===== config.mk =====
export PLATFORM = sky130hd
export DESIGN_NAME = simple_dual_port_ram
export DESIGN_NICKNAME = d
export VERILOG_FILES = /design/src/rtl/ram_pkg.sv /design/src/rtl/ram_clear_ctrl.sv /design/src/rtl/simple_dual_port_ram.sv
export SDC_FILE = /design/constraint.sdc
export NUM_CORES = 1
export LEC_CHECK = 0
export BUFFER_PORTS_ARGS = -buffer_cell sky130_fd_sc_hd__clkbuf_2
export CORE_ASPECT_RATIO = 1.2
export CORE_MARGIN = 2
export CORE_UTILIZATION = 30
export CTS_CLUSTER_SIZE = 28
export DETAILED_ROUTE_END_ITERATION = 7
export GPL_TIMING_DRIVEN = 0
export REMOVE_ABC_BUFFERS = 1
export SYNTH_ARGS = -nofsm -noshare
export SYNTH_HDL_FRONTEND = slang
export SYNTH_SLANG_ARGS = --single-unit

===== constraint.sdc =====
create_clock -name clk -period 4.2 [get_ports clk]
set_input_delay 0.84 -clock clk [delete_from_list [all_inputs] [get_ports clk]]
set_output_delay 0.84 -clock clk [all_outputs]
set_load 0.02 [all_outputs]

===== src/rtl/ram_pkg.sv =====
// Shared types and helpers for the simple dual-port RAM and its clear engine.
package ram_pkg;

  typedef enum logic {
    CLEAR = 1'b0,
    READY = 1'b1
  } ram_state_e;

  // True when an address maps onto a real word; matters only for non-power-of-two depths.
  function automatic logic addr_in_range(input int unsigned addr, input int unsigned depth);
    return addr < depth;
  endfunction

endpackage


===== src/rtl/ram_clear_ctrl.sv =====
// Clear engine: zeroes every word once after reset and again whenever clr is pulsed.
module ram_clear_ctrl
  import ram_pkg::*;
#(
  parameter int unsigned DEPTH  = 128,
  parameter int unsigned ADDR_W = $clog2(DEPTH)
) (
  input  logic              clk,
  input  logic              rst,
  input  logic              clr,
  output logic              busy,
  output logic              clr_we,
  output logic [ADDR_W-1:0] clr_addr
);

  localparam logic [ADDR_W-1:0] LastAddr = ADDR_W'(DEPTH - 1);

  ram_state_e        state_q;
  logic [ADDR_W-1:0] cnt_q;
  logic              busy_q;

  always_ff @(posedge clk or posedge rst) begin
    if (rst) begin
      state_q <= CLEAR;
      cnt_q   <= '0;
      busy_q  <= 1'b1;
    end else begin
      unique case (state_q)
        CLEAR: begin
          if (clr) begin
            cnt_q <= '0;
          end else if (cnt_q == LastAddr) begin
            state_q <= READY;
            cnt_q   <= '0;
            busy_q  <= 1'b0;
          end else begin
            cnt_q <= cnt_q + ADDR_W'(1);
          end
        end
        READY: begin
          if (clr) begin
            state_q <= CLEAR;
            cnt_q   <= '0;
            busy_q  <= 1'b1;
          end
        end
      endcase
    end
  end

  assign busy     = busy_q;
  assign clr_we   = (state_q == CLEAR);
  assign clr_addr = cnt_q;

endmodule


===== src/rtl/simple_dual_port_ram.sv =====
// One-write/one-read RAM with registered read, write-first bypass and a built-in clear engine.
module simple_dual_port_ram
  import ram_pkg::*;
#(
  parameter int unsigned DATA_W = 8,
  parameter int unsigned DEPTH  = 128,
  parameter int unsigned ADDR_W = $clog2(DEPTH)
) (
  input  logic              clk,
  input  logic              rst,
  input  logic              clr,
  input  logic              wr_en,
  input  logic [ADDR_W-1:0] wr_addr,
  input  logic [DATA_W-1:0] wr_data,
  input  logic              rd_en,
  input  logic [ADDR_W-1:0] rd_addr,
  output logic [DATA_W-1:0] rd_data,
  output logic              rd_valid,
  output logic              busy
);

  logic              clr_we;
  logic [ADDR_W-1:0] clr_addr;

  ram_clear_ctrl #(
    .DEPTH  (DEPTH),
    .ADDR_W (ADDR_W)
  ) u_clear_ctrl (
    .clk      (clk),
    .rst      (rst),
    .clr      (clr),
    .busy     (busy),
    .clr_we   (clr_we),
    .clr_addr (clr_addr)
  );

  // A clr request in READY already blocks accesses in its own cycle.
  logic access_ok;
  logic wr_fire;
  logic rd_fire;
  logic rd_in_range;

  assign access_ok   = ~busy & ~clr;
  assign wr_fire     = access_ok & wr_en & addr_in_range(32'(wr_addr), DEPTH);
  assign rd_fire     = access_ok & rd_en;
  assign rd_in_range = addr_in_range(32'(rd_addr), DEPTH);

  logic              mem_we;
  logic [ADDR_W-1:0] mem_waddr;
  logic [DATA_W-1:0] mem_wdata;

  always_comb begin
    mem_we    = clr_we | wr_fire;
    mem_waddr = wr_addr;
    mem_wdata = wr_data;
    if (clr_we) begin
      mem_waddr = clr_addr;
      mem_wdata = '0;
    end
  end

  logic [DATA_W-1:0] mem_q [DEPTH];

  always_ff @(posedge clk) begin
    if (mem_we) begin
      mem_q[mem_waddr] <= mem_wdata;
    end
  end

  logic [DATA_W-1:0] rd_word;

  always_comb begin
    rd_word = '0;
    if (rd_in_range) begin
      if (wr_fire && (wr_addr == rd_addr)) begin
        rd_word = wr_data;
      end else begin
        rd_word = mem_q[rd_addr];
      end
    end
  end

  logic [DATA_W-1:0] rd_data_q;
  logic              rd_valid_q;

  always_ff @(posedge clk or posedge rst) begin
    if (rst) begin
      rd_data_q  <= '0;
      rd_valid_q <= 1'b0;
    end else begin
      rd_valid_q <= rd_fire;
      if (rd_fire) begin
        rd_data_q <= rd_word;
      end
    end
  end

  assign rd_data  = rd_data_q;
  assign rd_valid = rd_valid_q;

endmodule


Word level (Yosys, flattened, before mapping)
Memory sizes are Yosys's and may differ from the RTL's.
Index checks and enable logic that the tools add are counted.
{ "totals": {"reg_bits": 18, "ramBits": 1024, "input_bits": 27, "output_inout_bits": 10, "word_cells": 38, "memories": 1} }
{ "mem_list": {"columns": ["memory", "words", "width", "rd", "rd_ports_with_merged_regs", "wr", "line_no", "rtl"], "rows": [
  ["mem_q", 128, 8, 1, 0, 1, "simple_dual_port_ram.sv:62", "logic [DATA_W-1:0] mem_q [DEPTH];"]
]} }
{ "op_classes": {"n_addsub": 1, "eq_ne": 5, "muxes": 17, "bitwise": 7, "n_reduce_logical": 2} }
{ "op_table": {"columns": ["op", "n"], "rows": [
  ["two-way mux 7 bit", 4],
  ["two-way mux 8 bit", 2],
  ["case mux 7 bit (2 select lines)", 1],
  ["two-way mux 1 bit", 8],
  ["adder 7 x 1 -> 7 bit, second input constant", 1],
  ["equality test 7 bit", 1],
  ["equality test 7 bit, second input constant", 1],
  ["!= test 2 bit, second input constant", 2],
  ["case mux 1 bit (2 select lines)", 2],
  ["AND 1 bit", 3],
  ["inverter 1 bit", 3],
  ["AND reduction 3 bit", 1],
  ["!= test 2 x 1 -> 1 bit, second input constant", 1],
  ["logical AND 1 bit", 1],
  ["bitwise OR 1 bit", 1]
]} }

Longest topological paths before layout
Gate-level depths: netlist (run 1).
{ "logic_depth": {"depth_word": 6, "ltp_mapped": 12, "depth_no_buf": 7} }

Modules after synthesis
A second synthesis (run 1) with hierarchy kept.
{ "unflattened": {"cells_unflattened": 1951, "area_unflattened_um2": 41020.6} }
{ "by_module_without_submodules": {"columns": ["module", "instances", "cells_each", "area_per_inst_um2", "seq_area_each_um2"], "rows": [
  ["simple_dual_port_ram", 1, 1902, 40543.9, 30974.7],
  ["ram_clear_ctrl", 1, 49, 476.7, 226.5]
]} }

Least setup slack after synthesis (run 1)
OpenSTA, ideal clock, no wires.
{ "synth_path": {"kind": "reg-to-reg", "from": "register u_clear_ctrl.state_q", "to": "memory mem_q[0][6] (data pin)", "setup_time_ps": 535, "t_arrival_ps": 2884, "required_ps": 3665, "path_slack_ps": 781, "stages_incl_launch_ff": 5, "n_path_buf": 3, "period_less_slack_ps": 3419, "cell_sequence": "dfrtp_1 -> clkbuf_1 -> buf_1 -> clkbuf_1 -> and2_1"} }
{ "synth_between": {"elab_chain_len": 1} }
{ "synth_lines": {"columns": ["item", "line_no", "rtl"], "rows": [
  ["start: declaration", "ram_clear_ctrl.sv:18", "ram_state_e state_q;"],
  ["start signal: assignment", "ram_clear_ctrl.sv:24", "state_q <= CLEAR;"],
  ["start signal: assignment", "ram_clear_ctrl.sv:33", "state_q <= READY;"],
  ["start signal: assignment", "ram_clear_ctrl.sv:42", "state_q <= CLEAR;"],
  ["two-way mux 8 bit", "simple_dual_port_ram.sv:56", "if (clr_we) begin"],
  ["via mem_wdata[6]", "simple_dual_port_ram.sv:50", "logic [DATA_W-1:0] mem_wdata;"],
  ["end: declaration", "simple_dual_port_ram.sv:62", null]
]} }
The timed path passes the listed nets, and every way through them passes these cells.

Worst setup path in the final report (run 1)
{ "layout_path": {"from": "input port rd_addr[3]", "to": "register rd_data_q[0] (netlist: rd_data[0])"} }
{ "layout_between": {"elab_chain_len": 3, "elab_cells_between_ends": 4, "classes_between": "eq/ne (1); mux (1); reduce/logical (1); memory (1)"} }
{ "layout_lines": {"columns": ["item", "line_no", "rtl"], "rows": [
  ["start: declaration", "simple_dual_port_ram.sv:16", "input logic [ADDR_W-1:0] rd_addr,"],
  ["branches (longest 2 deep; another with memory (128 x 8 bit))", null, null],
  ["two-way mux 8 bit *", "simple_dual_port_ram.sv:75", "if (wr_fire && (wr_addr == rd_addr)) begin"],
  ["end signal: assignment", "simple_dual_port_ram.sv:93", "rd_data_q <= rd_word;"],
  ["end: declaration", "simple_dual_port_ram.sv:83", "logic [DATA_W-1:0] rd_data_q;"]
]} }
Every way passes the cells marked *.
A chain may end at the register's enable or synchronous reset.

==> results.md, run 1 <==
* Status: finished, final reports clean
* Distinct cells, synth at 67
* Yosys reg bits at 1042
* Syn Area/Cell at 19.8 sq um
* Slowest library cell on the worst path: nor2_1
* R2R Path End: mem_q[93][6]
* Post-route antenna net violation count at 0
* Worst EP arrival at 4.61 ns
* Hold-fix buffers at CTS at 0
* H-tree depth at 3
* Total clock buffers created by CTS at 90
* Buffers & Inverters on Critical Path at 3
* Antenna violations before repair at 4
* RSZ-0062 raised after global routing: false
* Max Clk Rate at 245 MHz
* Clock transition at path regs at 0.07 ns
* Startpoint class of the critical path: input port
* Clk root buf: clkbuf_16
* Initial DRC count at 2341
* Synth warn at 0
* Final instance area at 46400 sq um
* Setup Crit Path Kind: in -> reg
* Crit-path leading delay family: buffers and inverters
* Asr flop ratio synth at 1.73%
* Net switching power at 4.39 mW
* Clock Power Share at 39.9%
* Register share of total power at 55.3%
* FF-to-FF setup slack at 0.27 ns
* Worst-Margin Slew at 1.46 ns
* Post-CTS setup buffers at 0
* Delay of the slowest cell on the worst path at 0.98 ns
* Setup crit end kind: flop
* Hold WC Path Type: in -> async
* Endpoints failing hold at 0
* Int Pwr at 16.1 mW
* Post-synth EDFFs at 1024
* Area Overhead vs Synth at 12.0%
* Critical path peak fanout at 39
* CTS tree: yes
* First-pass GRT wire length at 149000 um
* Std-Cell Rows at 149
* Comb power frac at 4.8%
* Period utilization at 97.0%
* Via count at 20.7k
* Vias per inst at 5.18
* Cell Area, Placed at 43500 sq um
* Area of the multi-input gates at 9420 sq um
* Die width at 343 um
* Routability Congestion at 0.849
* HPWL Detailed at 63500 um
* Cell count of the worst reg-to-reg path at 3
* Net Sw Frac at 21.4%
* CP cell instances: clkbuf_4 -> inv_1 -> buf_16 -> nor2_1 -> nand3_1 -> o311ai_0 -> a21oi_1 -> o21ai_0 -> a31oi_1
* Cell count after synthesis at 2090
* Reg2reg start: u_clear_ctrl.state_q
* Worst EP required at 4.74 ns
* Final setup fails at 0
* NumNets Final at 2149
* Clk sinks at 1042
* PortBufs at 36
* Share of cells above drive strength 1 at 18.5%
* Hold WS at 0.250 ns
* Final WL at 103000 um
* Boundary pin count at 37
* Seq/Total Area, Yosys at 75.2%
* Wire length per cell at 25.8 um
* Post-Route Skew at 0.0250 ns
* Maxcap violations at 0
* Synth Flop Type: edfxtp_1
* CTS Buffer Depth at 3
* Pin count of the biggest net entering global routing at 102
* Total GRT Usage at 14.5%
* Peak supply drop at 0.349 mV
* Leak at 14.6 nW
* Max Transition Viols Final at 0
* Total power at 20.5 mW
* DRC at 0
* Drt pass-1 iters at 8
* Post-Synthesis Cell Area at 41500 sq um
* PwrDens at 441 nW/um^2
* Relative slew slack at 2.20%
* Crit path time final at 4.08 ns
* Core footprint at 137000 sq um
* Area of the die at 141000 sq um
* Antenna fix cells at 0
* Chip Height at 411 um
* Initial core utilization at 30.2%
* Clock latency on the worst-skew pair at 0.69 ns
* Fillers at 12.7k
* Register area at 31200 sq um
* Total gr overflow at 0
* Number of global-route vias before repair at 21.3k
cells by family after synthesis:
logic type               count (synthesis)  synth area share (%)
buffers and inverters                  130                  2.31
AO/OA/AOI/OAI                          208                  3.48
XOR/XNOR                                10                 0.211
adder cells (fa/ha/maj)                  1                0.0302
AND/OR/NAND/NOR                        367                  3.91
flip-flops                            1042                  75.2
multiplexers                           332                  14.8
power groups by stage:
| stage | registers (mW) | logic [mW] | clock network (mW) |
|---|---|---|---|
| floorplan | 11.5 | 0.462 | 0 |
| global placement | 11.5 | 1.12 | 0 |
| detailed placement | 11.5 | 0.983 | 0 |
| CTS | 11.3 | 0.990 | 8.28 |
| global route | 11.3 | 1.03 | 8.65 |
| finish | 11.3 | 0.991 | 8.17 |
how the worst max path moves through the flow:
stage	startpoint	endpoint	slack [ns]	cells after the start
after floorplan	u_clear_ctrl.state_q	mem_q[0][0]	1.03	1
after global placement	rd_addr[0]	rd_data[4]	-7.81	7
after detailed placement	rd_addr[3]	rd_data[4]	-1.0	9
after CTS	u_clear_ctrl.state_q	mem_q[120][4]	0.03	4
after global routing	rd_addr[1]	rd_data[6]	0.007	9
final	rd_addr[3]	rd_data[0]	0.12	9
worst register-to-register path: stages (launching register included):
cell	delay, ns
dfrtp_2	0.81
mux2i_1	0.72
nand3_2	0.93
nor2_1	1.10
registers in the layout, indices dropped and copies added, names as in the netlist:
register	flops
rd_valid	1
mem_q	1024
u_clear_ctrl.clr_addr	7
u_clear_ctrl.state_q	1
rd_data	8
u_clear_ctrl.busy	1
metrics by stage:
step	worst slack, ns	util, %	cells	TNS [ns]
finish	0.125	33.8	4003	0
global route	0.00663	33.8	4003	0
CTS	0.0281	33.8	4003	0
detailed placement	-0.998	31.7	3841	-52.75
global placement	-7.81	31.3	3825	-1190.41
floorplan	1.03	-	1977	0
cells in the final DEF, fill, tap and decap left out, types with 22 or more instances in the layout:
master     synthesis  routed
edfxtp_1        1024    1024
mux4_2           183     183
nor2_1           164     156
mux2i_1          111     111
clkbuf_16          0      91
nand2_1           88      88
a21oi_1           39      39
mux4_1            32      32
clkbuf_2           0      32
nand3_1           34      27
o22ai_1           26      25
a22oi_1           25      25
o21ai_0           22      22
metal layers:
metal	wire length, um	vias up	global-route usage [%]
li1	-	8671	-
met1	38600	10900	17.4
met2	53000	893	25.4
met3	7220	217	2.27
met4	4440	4	6.62
met5	28	-	0
area by class of cell:
type / instances / share of cell area, %
Clock buffer: 107 / 5.03
Clock inverter: 55 / 1.07
Inverter: 17 / 0.151
Multi-Input combinational cell: 918 / 20.3
Sequential cell: 1042 / 67.2
Tap cell: 1812 / 4.88
Timing Repair Buffer: 52 / 1.40
synthesized netlist by cell type, types with 11 or more instances:
library cell,number,area [sq um]
edfxtp_1,1024,30700
mux4_2,183,4120
nor2_1,164,616
mux2i_1,111,1110
nand2_1,88,330
a21oi_1,39,195
nand3_1,34,170
mux4_1,32,841
clkbuf_1,30,113
buf_2,29,145
o22ai_1,26,163
a22oi_1,25,188
buf_6,23,259
o21ai_0,22,110
nor3_1,21,105
o221ai_1,19,166
dfrtp_1,17,425
buf_8,15,225
and2_1,14,87.6
inv_1,13,48.8
o32ai_1,11,96.3
what timing repair did:
| action | CTS | global route |
|---|---|---|
| setup endpoints to repair | 186 | 317 |
| gates resized for setup | 9 | 10 |
| gates cloned | 0 | 0 |
Power figures use the tool's default switching activity.
==> run 2: changes to the inputs <==
--- a/config.mk
+++ b/config.mk
@@ -12,6 +12,7 @@
 export CTS_CLUSTER_SIZE = 28
 export DETAILED_ROUTE_END_ITERATION = 7
 export GPL_TIMING_DRIVEN = 0
+export MAX_ROUTING_LAYER = met4
 export REMOVE_ABC_BUFFERS = 1
 export SYNTH_ARGS = -nofsm -noshare
 export SYNTH_HDL_FRONTEND = slang
==> constraint.sdc (replaced) <==
create_clock -name clk -period 4.84 [get_ports clk]
set_input_delay 0.968 -clock clk [delete_from_list [all_inputs] [get_ports clk]]
set_output_delay 0.968 -clock clk [all_outputs]
set_load 0.02 [all_outputs]
==> results.md, run 2 (same netlist as run 1, synthesis figures left out) <==
* Reg with most FFs: mem_q
* Std-Cell Rows at 149
* Peak supply drop at 0.302 mV
* Post-route antenna net violation count at 0
* Met3 WL post-DR at 6660 um
* Highest metal used: met4
* Hold-fix buffers at CTS at 0
* Post-CTS sizing at 0
* Max Clk Rate at 212 MHz
* Drt pass-1 iters at 7
* Critical path peak fanout at 39
* HPWL Detailed at 63500 um
* Area Overhead vs Synth at 11.9%
* Hold WC Path Type: in -> async
* Crit path time final at 4.72 ns
* Wire length per cell at 25.8 um
* Int Pwr at 14.0 mW
* Worst setup path start: rd_addr[3]
* Initial DRC count at 2287
* NumNets Final at 2149
* Total power at 17.7 mW
* Max Transition Viols Final at 13
* Routed wl met2 at 53300 um
* Max FFs per register at 1024
* PwrDens at 383 nW/um^2
* First-pass GRT wire length at 149000 um
* Area of the die at 141000 sq um
* Most common library cell in the layout ignoring fill and taps: edfxtp_1
* Core footprint at 137000 sq um
* Status: complete, but fails checks
* Total clock buffers created by CTS at 90
* DRC at 0
* Reg2reg start: u_clear_ctrl.state_q
* Final setup fails at 0
* Failing checks: capacitance limit, slew limit
* Die width at 343 um
* Via count at 20.8k
* Fillers at 12.7k
* Antenna violations before repair at 3
* Hold WS at 0.376 ns
* Clock latency on the worst-skew pair at 0.68 ns
* Register share of total power at 55.3%
* Final instance area at 46400 sq um
* Worst-Margin Slew at 1.54 ns
* Most frequent cells in the layout: edfxtp_1, mux4_2, nor2_1
* Non-filler cells, final at 4005
* Net switching power at 3.80 mW
* Routability Congestion at 0.863
* Chip Height at 411 um
* Placed Instances at 3841
* Worst EP arrival at 5.25 ns
* Worst EP required at 5.37 ns
* R2R Path End: mem_q[89][6]
* Vias per inst at 5.19
* Clock transition at path regs at 0.07 ns
* Total GRT Usage at 14.9%
* Net Sw Frac at 21.4%
* Final WL at 103000 um
* Total gr overflow at 0
* FF-to-FF setup slack at 0.22 ns
* Pin count of the biggest net entering global routing at 102
* H-tree depth at 3
* Setup Crit Path Kind: in -> reg
* Cell Area, Placed at 43500 sq um
* Startpoint class of the critical path: input port
* PortBufs at 36
* Share of cells above drive strength 1 at 17.8%
* Comb power frac at 4.8%
* Leak at 14.6 nW
* RSZ-0062 raised after global routing: false
* CTS Buffer Depth at 3
* Clk root buf: clkbuf_16
* Initial core utilization at 30.2%
* Post-Route Skew at 0.0218 ns
* Cell count of the worst reg-to-reg path at 3
* Clk sinks at 1042
* Maxcap violations at 1
* Clock Power Share at 39.9%
* Period utilization at 97.4%
* Post-CTS setup buffers at 0
* Met1 Wirelength at 38900 um
* Number of global-route vias before repair at 21.3k
* Relative slew slack at -3.16%
* Aggregate negative setup slack at 0 ns
* Boundary pin count at 37
* Setup crit end kind: flop
* CTS tree: yes
* Endpoints failing hold at 0
## run 2: cell count changes in the layout (fill, tap and decap cells not counted), moves of 2 or more
cell	previous run	this run
nor3_2	2	0
nor3_1	19	21
nand3_1	27	30
diode_2	0	2
nand3_2	7	4
nor2_1	156	164
nor2_2	8	0
## run 2: layer usage
layer,vias up,global-route usage [%]
met1,11000,17.4
met5,-,-
met2,850,25.6
li1,8679,-
met3,213,2.17
met4,0,6.41
## run 2: cell type report
cell class | instances | area, sq um | share of cell area, %
sequential | 1042 | 31200 | 67.3
clock inverter | 55 | 499 | 1.08
tap | 1812 | 2270 | 4.89
antenna | 2 | 5.00 | 0.0108
inverter | 17 | 70.1 | 0.151
clock buffer | 107 | 2340 | 5.04
multi-input combinational | 918 | 9360 | 20.2
timing repair buffer | 52 | 647 | 1.39
## run 2: through the flow
stage | setup WS [ns] | utilization [%]
after global routing | 0.0745 | 33.8
after CTS | 0.252 | 33.8
after detailed placement | -0.486 | 31.7
final | 0.124 | 33.8
after global placement | -7.29 | 31.3
after floorplan | 1.67 | -
## run 2: worst max-delay path by stage
| stage | slack, ns | endpoint | cells after the start |
|---|---|---|---|
| 6_report | 0.12 | rd_data[4] | 9 |
| 5_1_grt | 0.07 | rd_data[4] | 9 |
| 4_1_cts | 0.25 | mem_q[121][3] | 3 |
| 3_5_place_dp | -0.49 | rd_data[4] | 9 |
| 3_3_place_gp | -7.29 | rd_data[4] | 7 |
| 2_1_floorplan | 1.67 | mem_q[0][0] | 1 |
## run 2: power by group through the flow
stage / clock [mW] / sequential [mW] / combinational [mW]
2_1_floorplan: 0 / 10.0 / 0.401
3_3_place_gp: 0 / 10.0 / 0.975
3_5_place_dp: 0 / 10.0 / 0.853
4_1_cts: 7.18 / 9.81 / 0.857
5_1_grt: 7.51 / 9.81 / 0.894
6_report: 7.08 / 9.81 / 0.856
## run 2: critical path: stages
cell and delay (ns):
clkbuf_2 0.97, inv_1 0.72, buf_16 0.36, nor2_1 0.88, nand2_1 0.17, o22ai_1 0.24, nor4_1 0.15, o21ai_0 0.59
a31oi_1 0.16
